File: src/rtl/bitwise_op_sequencer.sv
// Two-operand bitwise sequencer: strobe-loaded A/B operands, one-cycle execute,
// registered result with status flags, and an accumulate mode that chains results.
module bitwise_op_sequencer (
  input  logic       clk,
  input  logic       rst_n,
  input  logic       ena,
  input  logic [7:0] ui_in,
  input  logic [7:0] uio_in,
  output logic [7:0] uo_out,
  output logic [7:0] uio_out,
  output logic [7:0] uio_oe
);

  typedef enum logic [1:0] {IDLE, WAIT_B, EXEC, DONE} state_t;

  localparam logic [1:0] OP_AND  = 2'b00;
  localparam logic [1:0] OP_OR   = 2'b01;
  localparam logic [1:0] OP_XOR  = 2'b10;
  localparam logic [1:0] OP_NAND = 2'b11;

  state_t     state_q;
  logic [7:0] a_q, b_q, res_q;
  logic [1:0] op_q;
  logic       stb_s1_q, stb_s2_q, stb_s3_q;
  logic       clr_s1_q, clr_s2_q;
  logic       stb_e;
  logic [7:0] res_d;
  logic       busy, valid;

  // ena and the top control bits carry no function here
  logic unused_w;
  assign unused_w = ^{ena, uio_in[7:5]};

  assign stb_e = stb_s2_q & ~stb_s3_q;

  always_comb begin
    res_d = 8'h00;
    unique case (op_q)
      OP_AND:  res_d = a_q & b_q;
      OP_OR:   res_d = a_q | b_q;
      OP_XOR:  res_d = a_q ^ b_q;
      OP_NAND: res_d = ~(a_q & b_q);
      default: res_d = 8'h00;
    endcase
  end

  always_ff @(posedge clk or negedge rst_n) begin
    if (!rst_n) begin
      state_q  <= IDLE;
      a_q      <= 8'h00;
      b_q      <= 8'h00;
      op_q     <= 2'b00;
      res_q    <= 8'h00;
      stb_s1_q <= 1'b0;
      stb_s2_q <= 1'b0;
      stb_s3_q <= 1'b0;
      clr_s1_q <= 1'b0;
      clr_s2_q <= 1'b0;
    end else begin
      stb_s1_q <= uio_in[0];
      stb_s2_q <= stb_s1_q;
      stb_s3_q <= stb_s2_q;
      clr_s1_q <= uio_in[4];
      clr_s2_q <= clr_s1_q;
      // Clear outranks any strobe edge in the same cycle; that edge is lost.
      if (clr_s2_q) begin
        state_q <= IDLE;
        a_q     <= 8'h00;
        b_q     <= 8'h00;
        op_q    <= 2'b00;
        res_q   <= 8'h00;
      end else begin
        unique case (state_q)
          IDLE: if (stb_e) begin
            a_q     <= ui_in;
            state_q <= WAIT_B;
          end
          WAIT_B: if (stb_e) begin
            b_q     <= ui_in;
            op_q    <= uio_in[2:1];
            state_q <= EXEC;
          end
          EXEC: begin
            res_q   <= res_d;
            state_q <= DONE;
          end
          DONE: if (stb_e) begin
            if (uio_in[3]) begin
              a_q     <= res_q;
              b_q     <= ui_in;
              op_q    <= uio_in[2:1];
              state_q <= EXEC;
            end else begin
              a_q     <= ui_in;
              state_q <= WAIT_B;
            end
          end
          default: state_q <= IDLE;
        endcase
      end
    end
  end

  assign busy    = (state_q == WAIT_B) | (state_q == EXEC);
  assign valid   = (state_q == DONE);
  assign uo_out  = res_q;
  assign uio_out = {valid & ^res_q, valid & (res_q == 8'h00), valid, busy, 4'b0000};
  assign uio_oe  = 8'hF0;

endmodule
File: config.mk
export PLATFORM = sky130hd
export DESIGN_NAME = bitwise_op_sequencer
export DESIGN_NICKNAME = d
export VERILOG_FILES = /design/src/rtl/bitwise_op_sequencer.sv
export SDC_FILE = /design/constraint.sdc
export NUM_CORES = 1
export LEC_CHECK = 0
export ABC_AREA = 1
export CORE_ASPECT_RATIO = 1.5
export CORE_MARGIN = 2
export CORE_UTILIZATION = 50
export CTS_BUF_LIST = sky130_fd_sc_hd__clkbuf_8 sky130_fd_sc_hd__clkbuf_16
export CTS_CLUSTER_SIZE = 30
export DETAILED_ROUTE_END_ITERATION = 8
export PLACE_DENSITY = 0.76
export SLEW_MARGIN = 30
export SYNTH_ARGS = -nofsm -noshare
export SYNTH_HDL_FRONTEND = slang
export SYNTH_SLANG_ARGS = --single-unit
File: constraint.sdc
create_clock -name clk -period 3.75 [get_ports clk]
set_input_delay 0.75 -clock clk [delete_from_list [all_inputs] [get_ports clk]]
set_output_delay 0.75 -clock clk [all_outputs]
set_load 0.005 [all_outputs]
; ---- Word-level counts from Yosys, hierarchy flattened
; Index checks and enable logic that the tools add are counted.
[op_classes]
n_eq_ne = 10
mux = 23
bitwise_logic = 9
reduce_logical = 10
[ops]
columns = operator, count
row1 = $mux 8, 9
row2 = $pmux 8 s2, 2
row3 = $pmux 8 s4, 1
row4 = $mux 2, 9
row5 = $ne 3x3->1 const B, 4
row6 = $and 8x8->8, 1
row7 = $eq 2x2->1 const B, 4
row8 = $logic_not 8->1, 1
row9 = $not 8->8, 1
row10 = $or 8x8->8, 1
row11 = $pmux 2 s4, 1
row12 = $reduce_xor 8->1, 1
row13 = $xor 8x8->8, 1
row14 = $reduce_and 3->1, 2
row15 = $reduce_bool 3->1, 2
row16 = $eq 2x1->1 const B, 2
row17 = $logic_not 2->1, 2
row18 = $pmux 2 s2, 1
row19 = $reduce_and 4->1, 1
row20 = $and 1x1->1, 3
row21 = $reduce_bool 2->1, 1
row22 = $not 1->1, 1
row23 = $or 1x1->1, 1
[word_totals]
regBits = 33
input_bits = 19
out_inout_bits = 24
word_cells = 62

; ---- Logic depth before layout (Yosys ltp)
[logic_depth]
ltp_word = 5
depth_mapped = 8
mapped_depth_nobuf = 8

; ---- Worst setup path before layout
; No wires, ideal clock.
[synth_timing]
path_type = register -> output
from = register res_q[6], in the netlist uo_out[6]
to = output port uio_out[7]
arrival_ns = 1.110
required_time_ns = 3.000
slack_ns = 1.890
path_stages_with_launch = 6
n_path_buf = 0
path_cell_list = dfrtp_1 -> inv_1 -> ha_1 -> xnor2_1 -> nand2_1 -> a21oi_1
[synth_between]
elab_chain_cells = 2
[synth_rtl]
columns = element, line
row1 = from (decl), 22  ; logic [7:0] a_q, b_q, res_q;
row2 = from (signal assigned), 84  ; res_q <= res_d;
row3 = $reduce_xor 8->1, 107  ; assign uio_out = {valid & ^res_q, valid & (res_q == 8'h00), valid, busy, 4'b0000};
row4 = $and 1x1->1, 107
row5 = to (decl), 10  ; output logic [7:0] uio_out,
; No other way between the ends.

; ---- Worst setup path after layout
; Ends and elaborated chain as after synthesis.

==> results_dict.tcl <==
set metrics [dict create \
    maxCapViolations 0 \
    final.setup.worst_slack_ps 1030 \
    routedWlPerCell_um 12.6 \
    io_buffers 26 \
    crit_type "flop to primary output" \
    final_common_cell "nand2_1" \
    peakVddDrop_mv 0.358 \
    rsz0062_at_grt "false" \
    grt.total_usage_pct 22.9 \
    synth-seq-area-share_pct 34.4 \
    fmax_mhz 368 \
    hpwl_um 3880 \
    dieWidth_um 60.6 \
    grt_pass1_vias 1955 \
    dr.first_iter.drc_count 122 \
    floorplan.die.height_um 88.9 \
    yosysTopAreaCell "dfrtp_1" \
    end_kind "primary output" \
    p_leak_nw 1.51 \
    htree_levels 2 \
    die_area_um2 5390 \
    cts_tree "done" \
    start_kind "flop" \
    viasPerCell 4.91 \
    hold_class "flop to flop" \
    status "finished, final reports clean" \
    syn_area_um2 2400 \
    grt_pass1_wl_um 9070 \
    rows 30 \
    antenna_left 0 \
    final_nets 405 \
    core-area_um2 4580 \
    num_vias 2083 \
    first_pass_iters 4 \
    initial_core_util_pct 52.5 \
    power-per-cell-area_nw_per_um2 556 \
    yosys_warnings 0 \
    hold_viol 0 \
    clockBufferDepth 2 \
    area_growth_pct 12.9 \
    antenna_cells 0 \
    synth.distinct_cells 24 \
    skew_ps 4.36 \
    clk_latency_ps 280 \
    reg2regPathDepth 7 \
    cts_resized 0 \
    maxSlewHeadroom_pct 59.2 \
    syn_avg_cell_area_um2 7.13 \
    overflow 0 \
    layout_min_cycle_time_ps 2720 \
    yosysTopAreaCellShare_pct 34.4 \
    arrival_ps 1970 \
    cts_setup_buffers 0 \
    setup_viol 0 \
    ctsHoldBuffers 0 \
    antenna_found_initial 0 \
    total_power_mw 1.51 \
    cts_root_buf "clkbuf_8" \
    grt_max_degree 34 \
    ys_seq_elements 33 \
    numCtsBuffers 5 \
    crit_fanout 4 \
    wl_um 5360 \
    worst_pin_slew_ps 610 \
    cts.sinks 33 \
    drive_gt1_share_pct 3.89 \
    clk_pin_slew_ps 70 \
    timing.setup.tns_ps 0 \
    pin_count 43 \
    holdPathStages 0 \
    place_congestion 0.798 \
    fillers 460 \
    drc_errors 0 \
    drv_slew 0 \
    synth.area.top_cells "dfrtp_1, nand2_1, ha_1" \
    final_cell_mix "nand2_1, inv_1, dfrtp_1" \
    post-route-period-util_pct 72.5 \
    pre_cts_ws_ps 1330 \
    worstPathRequired_ps 3000 \
    syn_inst 337 \
]
-- routing by layer --
metal,vias up,track usage (%),share of wire (%)
met4,0,9.68,2.7
li1,1042,-,-
met1,945,27.3,37
met5,-,0,0
met3,11,3.91,6.8
met2,85,39.6,54
-- Yosys cell counts --
master,number
o211ai_2,1
o21ai_0,11
nand2_1,110
nor2_4,1
a21oi_1,18
nand3_2,1
buf_2,4
conb_1,2
nand3b_1,2
ha_1,26
inv_1,51
nand2_2,2
o21ai_1,1
inv_2,1
dfrtp_1,33
clkbuf_8,1
nand2_4,1
nand3_1,18
nand4_1,1
buf_4,14
nor2_1,32
xor2_1,2
buf_6,2
xnor2_1,2
-- where the power goes --
part	internal [mW]	switching (mW)	leakage, nW
combinational	0.274	0.398	1.04
clock	0.143	0.121	0.0485
sequential	0.453	0.119	0.428
-- sequential cells by signal (all words and copies together) (netlist names) --
signal / count
a_q: 8
b_q: 8
uo_out: 8
op_q: 2
state_q: 2
clr_s1_q: 1
clr_s2_q: 1
stb_s1_q: 1
stb_s2_q: 1
stb_s3_q: 1
-- cells by family (layout without fill, tap and decap cells) --
| group | count (synthesis) | after routing | synth area share [%] |
|---|---|---|---|
| AND/OR/NAND/NOR | 168 | 168 | 28.7 |
| buffers and inverters | 73 | 86 | 14.8 |
| flip-flops | 33 | 33 | 34.4 |
| AO/OA/AOI/OAI | 31 | 31 | 6.77 |
| adder cells (fa/ha/maj) | 26 | 26 | 13.5 |
| XOR/XNOR | 4 | 4 | 1.46 |
| other | 2 | 12 | 0.313 |
-- worst paths after layout --
path                            start         end  slack [ps]
setup / recovery            uo_out[6]  uio_out[7]        1030
hold / removal               clr_s1_q    clr_s2_q         350
setup reg to reg           state_q[0]      b_q[2]        1790
hold reg to reg              clr_s1_q    clr_s2_q         350
max in group asynchronous       rst_n      b_q[7]        2580
min in group asynchronous       rst_n      b_q[1]         870
-- worst max-delay path, stage by stage (launching register included) --
cell and delay [ps]:
dfrtp_1 400, inv_1 60, ha_1 330, xnor2_1 170, nand2_1 60, a21oi_1 150, clkdlybuf4s50_1 520
-- per-stage QoR --
step                      cell area (um^2)  std cells  hold WS [ps]  util, %
after global placement                2630        417           334     57.3
after CTS                             2710        424           353     59.2
after floorplan                       2440        347           331        -
after detailed placement              2630        417           336     57.3
final                                 2710        424           349     59.2
after global routing                  2710        424           355     59.2
-- final cells by class --
cell class | instances | area (um^2) | share of cell area (%)
flip-flops and latches | 33 | 826 | 30.4
inverters | 52 | 195 | 7.20
clock buffers | 6 | 82.6 | 3.04
multi-input cells | 241 | 1260 | 46.4
repair buffers | 27 | 268 | 9.87
clock inverters | 1 | 3.75 | 0.138
well taps | 64 | 80.1 | 2.95
Power figures use the tool's default switching activity.
